`src/rtl/dm_rr_arbiter_pkg.sv`:
```
// Shared definitions for the data-memory round-robin arbiter:
// FSM state encodings and default widths.
package dm_rr_arbiter_pkg;

    localparam int DEF_N_CORES = 4;
    localparam int DEF_AW      = 16;
    localparam int DEF_DW      = 16;

    typedef enum logic [1:0] {
        ST_IDLE  = 2'd0,
        ST_ISSUE = 2'd1,
        ST_RESP  = 2'd2
    } arb_state_e;

endpackage

```
`src/rtl/dm_rr_arbiter_rr_priority_pick.sv`:
```
// Combinational round-robin pick: rotate the request vector so that ptr sits at
// bit 0, priority-encode the lowest set bit, then rotate the index back.
module rr_priority_pick #(
    parameter int N  = 4,
    parameter int GW = 2
) (
    input  logic [N-1:0]  req,
    input  logic [GW-1:0] ptr,
    output logic          valid,
    output logic [GW-1:0] idx
);

    logic [2*N-1:0] doubled;
    logic [N-1:0]   rotated;
    logic [GW-1:0]  enc;
    logic [GW:0]    sum;

    always_comb begin
        doubled = {req, req} >> ptr;
        rotated = doubled[N-1:0];
        enc     = '0;
        for (int i = N - 1; i >= 0; i--) begin
            if (rotated[i]) begin
                enc = GW'(i);
            end
        end
        // Undo the rotation modulo N, which need not be a power of two.
        sum = {1'b0, enc} + {1'b0, ptr};
        if (sum >= (GW + 1)'(N)) begin
            sum = sum - (GW + 1)'(N);
        end
        idx   = sum[GW-1:0];
        valid = |req;
    end

endmodule

```
`src/rtl/dm_rr_arbiter.sv`:
```
// Round-robin arbiter sharing one synchronous single-port data memory among
// N cores; each transaction takes three cycles (IDLE -> ISSUE -> RESP).
module dm_rr_arbiter
    import dm_rr_arbiter_pkg::*;
#(
    parameter int N_CORES = DEF_N_CORES,
    parameter int AW      = DEF_AW,
    parameter int DW      = DEF_DW,
    parameter int GW      = $clog2(N_CORES)
) (
    input  logic                  clk,
    input  logic                  rst_n,
    input  logic [N_CORES-1:0]    core_req,
    input  logic [N_CORES-1:0]    core_we,
    input  logic [N_CORES*AW-1:0] core_addr,
    input  logic [N_CORES*DW-1:0] core_wdata,
    output logic [N_CORES-1:0]    core_ack,
    output logic [DW-1:0]         core_rdata,
    output logic                  mem_en,
    output logic                  mem_we,
    output logic [AW-1:0]         mem_addr,
    output logic [DW-1:0]         mem_wdata,
    input  logic [DW-1:0]         mem_rdata,
    output logic                  busy,
    output logic [GW-1:0]         grant_id
);

    arb_state_e state_q, state_d;

    logic [GW-1:0]      rrPtr_q, rrPtr_d;
    logic [GW-1:0]      grantId_q, grantId_d;
    logic               memEn_q, memEn_d;
    logic               memWe_q, memWe_d;
    logic [AW-1:0]      memAddr_q, memAddr_d;
    logic [DW-1:0]      memWdata_q, memWdata_d;
    logic [N_CORES-1:0] ack_q, ack_d;
    logic               respRead_q, respRead_d;
    logic               busy_q, busy_d;

    logic               pickValid;
    logic [GW-1:0]      pickIdx;
    logic [AW-1:0]      selAddr;
    logic [DW-1:0]      selWdata;
    logic               selWe;

    rr_priority_pick #(
        .N  (N_CORES),
        .GW (GW)
    ) u_pick (
        .req   (core_req),
        .ptr   (rrPtr_q),
        .valid (pickValid),
        .idx   (pickIdx)
    );

    always_comb begin
        selAddr  = '0;
        selWdata = '0;
        selWe    = 1'b0;
        for (int k = 0; k < N_CORES; k++) begin
            if (pickIdx == GW'(k)) begin
                selAddr  = core_addr[k*AW +: AW];
                selWdata = core_wdata[k*DW +: DW];
                selWe    = core_we[k];
            end
        end
    end

    always_ff @(posedge clk or negedge rst_n) begin
        if (!rst_n) begin
            state_q <= ST_IDLE;
        end else begin
            state_q <= state_d;
        end
    end

    always_comb begin
        state_d = state_q;
        case (state_q)
            ST_IDLE:  if (pickValid) state_d = ST_ISSUE;
            ST_ISSUE: state_d = ST_RESP;
            ST_RESP:  state_d = ST_IDLE;
            default:  state_d = ST_IDLE;
        endcase
    end

    // Address, data and grant hold between transactions; only mem_en qualifies them.
    always_comb begin
        rrPtr_d    = rrPtr_q;
        grantId_d  = grantId_q;
        memWe_d    = memWe_q;
        memAddr_d  = memAddr_q;
        memWdata_d = memWdata_q;
        memEn_d    = 1'b0;
        ack_d      = '0;
        respRead_d = 1'b0;
        busy_d     = (state_d != ST_IDLE);
        case (state_q)
            ST_IDLE: begin
                if (pickValid) begin
                    grantId_d  = pickIdx;
                    memAddr_d  = selAddr;
                    memWe_d    = selWe;
                    memWdata_d = selWdata;
                    memEn_d    = 1'b1;
                end
            end
            ST_ISSUE: begin
                for (int k = 0; k < N_CORES; k++) begin
                    ack_d[k] = (grantId_q == GW'(k));
                end
                respRead_d = ~memWe_q;
            end
            ST_RESP: begin
                rrPtr_d = (grantId_q == GW'(N_CORES - 1)) ? '0 : grantId_q + GW'(1);
            end
            default: ;
        endcase
    end

    always_ff @(posedge clk or negedge rst_n) begin
        if (!rst_n) begin
            rrPtr_q    <= '0;
            grantId_q  <= '0;
            memEn_q    <= 1'b0;
            memWe_q    <= 1'b0;
            memAddr_q  <= '0;
            memWdata_q <= '0;
            ack_q      <= '0;
            respRead_q <= 1'b0;
            busy_q     <= 1'b0;
        end else begin
            rrPtr_q    <= rrPtr_d;
            grantId_q  <= grantId_d;
            memEn_q    <= memEn_d;
            memWe_q    <= memWe_d;
            memAddr_q  <= memAddr_d;
            memWdata_q <= memWdata_d;
            ack_q      <= ack_d;
            respRead_q <= respRead_d;
            busy_q     <= busy_d;
        end
    end

    // Memory read data only arrives in RESP, so it is gated by a registered
    // read flag rather than re-registered, keeping it aligned with the ack.
    assign core_rdata = respRead_q ? mem_rdata : '0;
    assign core_ack   = ack_q;
    assign mem_en     = memEn_q;
    assign mem_we     = memWe_q;
    assign mem_addr   = memAddr_q;
    assign mem_wdata  = memWdata_q;
    assign busy       = busy_q;
    assign grant_id   = grantId_q;

endmodule

```
`config.mk`:
```
export PLATFORM = sky130hd
export DESIGN_NAME = dm_rr_arbiter
export DESIGN_NICKNAME = d
export VERILOG_FILES = /design/src/rtl/dm_rr_arbiter_pkg.sv /design/src/rtl/dm_rr_arbiter_rr_priority_pick.sv /design/src/rtl/dm_rr_arbiter.sv
export SDC_FILE = /design/constraint.sdc
export NUM_CORES = 1
export LEC_CHECK = 0
export CAP_MARGIN = 10
export CORE_UTILIZATION = 41
export DETAILED_ROUTE_END_ITERATION = 8
export PLACE_DENSITY = 0.95
export SKIP_CTS_REPAIR_TIMING = 1
export SYNTH_ARGS = -nofsm -noshare
export SYNTH_HDL_FRONTEND = slang
export SYNTH_SLANG_ARGS = --single-unit
export TNS_END_PERCENT = 20
```
`constraint.sdc`:
```
create_clock -name clk -period 4.56 [get_ports clk]
set_input_delay 1.368 -clock clk [delete_from_list [all_inputs] [get_ports clk]]
set_output_delay 1.368 -clock clk [all_outputs]
set_load 0.01 [all_outputs]
```
==> out/qor.yml, run 1 <==
status: "finished clean"
antenna_left: 0
synth_top_area_share_pct: 33.4
die_area_mm2: 0.00878
dpl-instance-area_mm2: 0.00563
fill_cells: 586
ir_drop_mv: 0.365
whs_path_depth: 1
clockPowerShare_pct: 7.9
grt_usage_pct: 25.0
power_switching_mw: 1.45
critical_path_buf_inv_count: 3
worstPathRequired_ns: 4.73
yosys.cell_types.count: 32
antenna_found_initial: 0
power.total_mw: 3.75
vias: 3437
path_cells: "clkdlybuf4s50_1 > nor2b_1 > a221o_1 > nand2_1 > o221ai_1 > ha_1 > xor2_1 > buf_4 > xnor2_4 > buf_4 > mux2_2 > a221o_1"
final-max-slew-violation-count: 0
clock-sinks: 46
port_buffers: 210
clk_latency_ns: 0.29
max_stage_delay_ns: 0.57
fin_util_pct: 70.1
fp.dieW_um: 93.7
synth-seq-cells: 46
wl_per_cell_um: 18.0
yosysSeqAreaShare_pct: 33.4
finalHoldViolations: 0
grt_pass1_vias: 3640
globalRoute.totalOverflow: 0
coreArea_mm2: 0.00818
synth.area.top_cells: "dfrtp_1, mux2i_1, mux2_4"
pwr_density_cell_mw_per_mm2: 655
dieHeight_um: 93.7
htree_levels: 2
numCtsBuffers: 5
drt_iter0_markers: 98
dpl.hpwl_um: 8510
fin_crit_ns: 4.05
drc: 0
first_pass_iters: 4
seq_area_mm2: 0.00115
fin_area_mm2: 0.00573
tightest_slew_ns: 1.01
synthesis.area_mm2: 0.00345
gp_congestion: 0.734
clkTransAtPathRegs_ns: 0.09
slowest_stage: "clkdlybuf4s50_1"
p_int_mw: 2.30
avgViaCountPerCell: 5.62
critPathCaptureType: "flop"
rsz0062_at_grt: "false"
swShare_pct: 38.6
rows: 33
hold_path_class: "flop to flop"
period_share_pct: 88.7
crit_fanout: 14
grt_pass1_wl_um: 17000
leakage_nw: 2.70
mostFrequentLayoutCell: "clkdlybuf4s50_1"
syn-num-nets: 466
drive_gt1_share_pct: 10.7
rrSetupSlack_ns: 1.58
synthCells: 307
cp.arrival_ns: 4.22
cp.depth: 12
grt_max_degree: 67
clock_path_buffers: 2
cp-start-kind: "input pin"
insertedDiodeCount: 0
cpLargestDelayFamily: "buffers and inverters"
initial_utilization_pct: 42.2
cts-root-buf: "clkbuf_8"
mostFrequentLayoutCells: "clkdlybuf4s50_1, mux2i_1, dfrtp_1"
final_nets: 665
synth_area_leader_cell: "dfrtp_1"
cts_tree: "built"
setup_tns_ns: 0
p_seq_share_pct: 20.4
skew_ns: 0.0100
synthToLayoutAreaGrowth_pct: 66.4
combPwrFrac_pct: 71.7
max_freq_mhz: 247
finalSetupViolations: 0
relSlewSlack_pct: 32.5
pin_count: 211
yosysWarnings: 0
cap_violations: 0
multiInputGateArea_mm2: 0.00212
wirelength_um: 11000
hold-worst-slack_ns: 0.516
avgSynthCellArea_um2: 11.2
crit_type: "input pin to flop"
reg2reg_depth: 11
==> routing by layer <==
layer / global-route usage [%] / vias up / wire length, µm
li1: - / 1598 / -
met1: 25.3 / 1650 / 3930
met2: 49.9 / 174 / 6010
met3: 5.10 / 15 / 887
met4: 7.95 / 0 / 176
met5: 0 / - / 0
==> power groups by stage <==
stage	registers (mW)	clock network (mW)	logic, mW
floorplan	0.806	0	1.74
global placement	0.766	0	2.60
detailed placement	0.768	0	2.70
finish	0.765	0.296	2.69
CTS	0.765	0.302	2.70
global route	0.792	0.316	2.88
==> state kept, by name, summed over array words and instances, names as in the netlist <==
name,count
mem_wdata,16
busy,1
core_ack,4
respRead_q,1
grant_id,2
mem_we,1
rrPtr_q,2
state_q,2
mem_en,1
mem_addr,16
==> cell type report <==
| class | instances | area share (%) |
|---|---|---|
| clock buffers | 7 | 1.33 |
| clock inverters | 1 | 0.524 |
| repair buffers | 220 | 38.3 |
| inverters | 7 | 0.458 |
| flip-flops and latches | 46 | 20.1 |
| well taps | 105 | 2.29 |
| multi-input cells | 226 | 37.0 |
==> cell usage after synthesis <==
library cell / count
mux2i_1: 67
dfrtp_1: 46
a221o_1: 34
o22ai_1: 33
mux2_4: 28
and2_1: 20
clkbuf_1: 14
inv_1: 7
nand2_1: 7
buf_4: 6
mux2_2: 6
nor2_1: 6
ha_1: 5
buf_6: 4
buf_2: 3
nand2b_1: 3
o21ai_0: 2
o221ai_1: 2
a211o_1: 1
a21o_1: 1
buf_1: 1
mux2_1: 1
nand3_1: 1
nand4b_1: 1
nor2b_1: 1
nor3_1: 1
o211ai_1: 1
o311a_1: 1
o31ai_1: 1
or3_1: 1
xnor2_4: 1
xor2_1: 1
==> metrics by stage <==
stage          worst slack (ns)  instances
6_report                  0.514        612
3_3_place_gp              0.293        604
5_1_grt                   0.422        612
3_5_place_dp              0.240        604
4_1_cts                   0.534        612
2_1_floorplan             0.961        307
==> worst register-to-register path, stage by stage (launching register included) <==
cell and delay, ns:
dfrtp_1 0.49, nor2b_1 0.20, a221o_1 0.31, nand2_1 0.07, o221ai_1 0.10, ha_1 0.21
xor2_1 0.14, buf_4 0.16, xnor2_4 0.19, buf_4 0.31, mux2_2 0.38, a221o_1 0.31
==> final timing paths <==
check | from | endpoint
max reg2reg | rrPtr_q[0] | mem_addr[6]
min | mem_we | respRead_q
min in group asynchronous | rst_n | mem_addr[11]
max | core_req[1] | mem_addr[6]
min reg2reg | mem_we | respRead_q
max in group asynchronous | rst_n | grant_id[0]
==> cell families (layout without fill, tap and decap cells) <==
kind of cell               Yosys count  after routing  share of synthesized area, %
xor gates and xnor gates             2              2                          1.05
muxes                              102            102                          33.9
AOI/OAI and AO/OA                   76             76                          17.9
DFF                                 46             46                          33.4
adders and majority gates            5              5                          1.81
buffers and inverters               35            235                          5.44
and+or+nand+nor                     41             41                          6.50
No activity file was read; power rests on OpenSTA's default activity.
==> inputs of run 2 (changes only) <==
Settings changed: CTS_CLUSTER_DIAMETER set to 50.
==> results of run 2 <==
Final layout, timing and power as in run 1 (identical DEF).
==> inputs of run 3 (changes only) <==
Settings changed: CORE_MARGIN set to 2, GPL_ROUTABILITY_DRIVEN set to 0.
Clock period 4.56 ns to 5.2 ns, I/O delays scaled along.
==> out/qor.yml, run 3 (synthesis gave the netlist of run 1 again) <==
max_stage_delay_ns: 0.71  # was 0.57 ns
final-max-slew-violation-count: 0  # unchanged
period_share_pct: 89.1
power.total_mw: 3.24  # was 3.75 mW
mostFrequentLayoutCell: "clkdlybuf4s50_1"  # unchanged
cpLargestDelayFamily: "XOR/XNOR gates"  # was buffers and inverters
clkTransAtPathRegs_ns: 0.09  # about the same
finalSetupViolations: 0  # unchanged
cpMostUsedCell: "a221o_1"
critPathCaptureType: "flop"  # unchanged
relSlewSlack_pct: 28.0  # was 32.5%
critical_path_buf_inv_count: 2  # was 3
multiInputGateArea_mm2: 0.00212  # unchanged
coreArea_mm2: 0.00818  # unchanged
use_met3_pct: 5.40  # was 5.10%
initial_utilization_pct: 42.2  # unchanged
grt_pass1_wl_um: 16400  # was 17000 µm
clock-sinks: 46  # unchanged
skew_ns: 0.00896  # was 0.0100 ns
met2_usage_pct: 46.7  # was 49.9%
rsz0062_at_grt: "false"  # unchanged
seq_area_mm2: 0.00115  # unchanged
mostFrequentLayoutCells: "clkdlybuf4s50_1, mux2i_1, dfrtp_1"  # unchanged
path_cells: "clkdlybuf4s50_1 > nor2b_1 > a221o_1 > nand2_1 > o221ai_1 > ha_1 > xor2_1 > xnor2_4 > buf_12 > mux2_2 > a221o_1"  # was clkdlybuf4s50_1 > nor2b_1 > a221o_1 > nand2_1 > o221ai_1 > ha_1 > xor2_1 > buf_4 > xnor2_4 > buf_4 > mux2_2 > a221o_1
fin_crit_ns: 4.63
htree_levels: 2  # unchanged
clock_path_buffers: 2  # unchanged
slowest_stage: "xnor2_4"  # was clkdlybuf4s50_1
vias: 3438  # was 3437
drc: 0  # unchanged
grt_util_met1_pct: 23.5  # was 25.3%
drt_iter0_markers: 92  # was 98
numCtsBuffers: 5  # unchanged
crit_fanout: 20  # was 14
tightest_slew_ns: 1.08  # was 1.01 ns
globalRoute.totalOverflow: 0  # unchanged
cts_tree: "built"  # unchanged
status: "finished clean"  # unchanged
grt_max_degree: 67  # unchanged
clk_latency_ns: 0.29  # about the same
antenna_found_initial: 0  # unchanged
fp.dieW_um: 95.7  # was 93.7 µm
fill_cells: 587  # was 586
setup_tns_ns: 0  # unchanged
pwr_density_cell_mw_per_mm2: 568  # was 655 mW/mm²
synthToLayoutAreaGrowth_pct: 65.3  # was 66.4%
rows: 33  # unchanged
port_buffers: 210  # unchanged
antenna_left: 0  # unchanged
final_nets: 664  # was 665
grt_usage_pct: 23.4  # was 25.0%
cp.arrival_ns: 4.82  # was 4.22 ns
finalHoldViolations: 0  # unchanged
wl_per_cell_um: 18.4  # was 18.0 µm
dpl.hpwl_um: 8740  # was 8510 µm
max_freq_mhz: 216
first_pass_iters: 4  # unchanged
dieHeight_um: 95.7  # was 93.7 µm
cap_violations: 0  # unchanged
cts-root-buf: "clkbuf_8"  # unchanged
crit_type: "input pin to flop"  # unchanged
insertedDiodeCount: 0  # unchanged
leakage_nw: 2.68  # was 2.70 nW
avgViaCountPerCell: 5.63  # was 5.62
top_usage_layer: "met2"  # unchanged
drive_gt1_share_pct: 10.9  # was 10.7%
wirelength_um: 11200  # was 11000 µm
hold_path_class: "flop to flop"  # unchanged
worstPathRequired_ns: 5.38  # was 4.73 ns
pin_count: 211  # unchanged
cp-start-kind: "input pin"  # unchanged
ir_drop_mv: 0.289  # was 0.365 mV
grt_pass1_vias: 3457  # was 3640
die_area_mm2: 0.00916  # was 0.00878 mm²
run 3: metrics by stage:
stage	cells	area, µm²	util, %	hold slack (ns)	worst slack [ns]
2_1_floorplan	307	3450	-	0.486	1.41
3_3_place_gp	603	5610	68.6	0.476	0.334
3_5_place_dp	603	5610	68.6	0.472	0.249
4_1_cts	611	5700	69.7	0.485	0.580
5_1_grt	611	5700	69.7	0.514	0.414
6_report	611	5700	69.7	0.469	0.569
run 3: worst reg2reg max path, delay by kind of cell, from the launching register on:
family / cells / cell delay, ns
AO/OA/AOI/OAI: 3 / 0.71
AND/OR/NAND/NOR: 2 / 0.27
multiplexers: 1 / 0.37
buffers and inverters: 1 / 0.29
XOR/XNOR: 2 / 0.92
adder cells (fa/ha/maj): 1 / 0.22
flip-flops: 1 / 0.50
run 3: final cells by class:
class                      instances  area share [%]
clock buffer                       5            1.21
inverter                           7           0.461
tap                              105            2.31
clock inverter                     3           0.373
multi-input combinational        226            37.2
sequential                        46            20.2
timing repair buffer             219            38.2
run 3: path summary, 6_finish.rpt:
path / startpoint / endpoint / slack (ns) / cells after the start
worst max-delay path: core_req[1] / mem_addr[7] / 0.57 / 11
worst min-delay path: mem_we / respRead_q / 0.47 / 1
worst max register to register: rrPtr_q[0] / mem_addr[7] / 1.80 / 10
worst min register to register: mem_we / respRead_q / 0.47 / 1
max in group asynchronous: rst_n / mem_wdata[11] / 3.12 / 1
min in group asynchronous: rst_n / mem_addr[5] / 1.43 / 1
run 3: power breakdown:
group	internal, mW	leakage [nW]	switching, mW	total (mW)
Sequential	0.544	0.572	0.131	0.675
Combinational	1.32	2.06	1.02	2.34
Clock	0.0947	0.0441	0.126	0.221
run 3: metal layers:
metal	vias to the layer above	wire length (µm)
met1	1658	3960
met3	14	1010
li1	1592	-
met2	174	6060
met5	-	0
met4	0	204
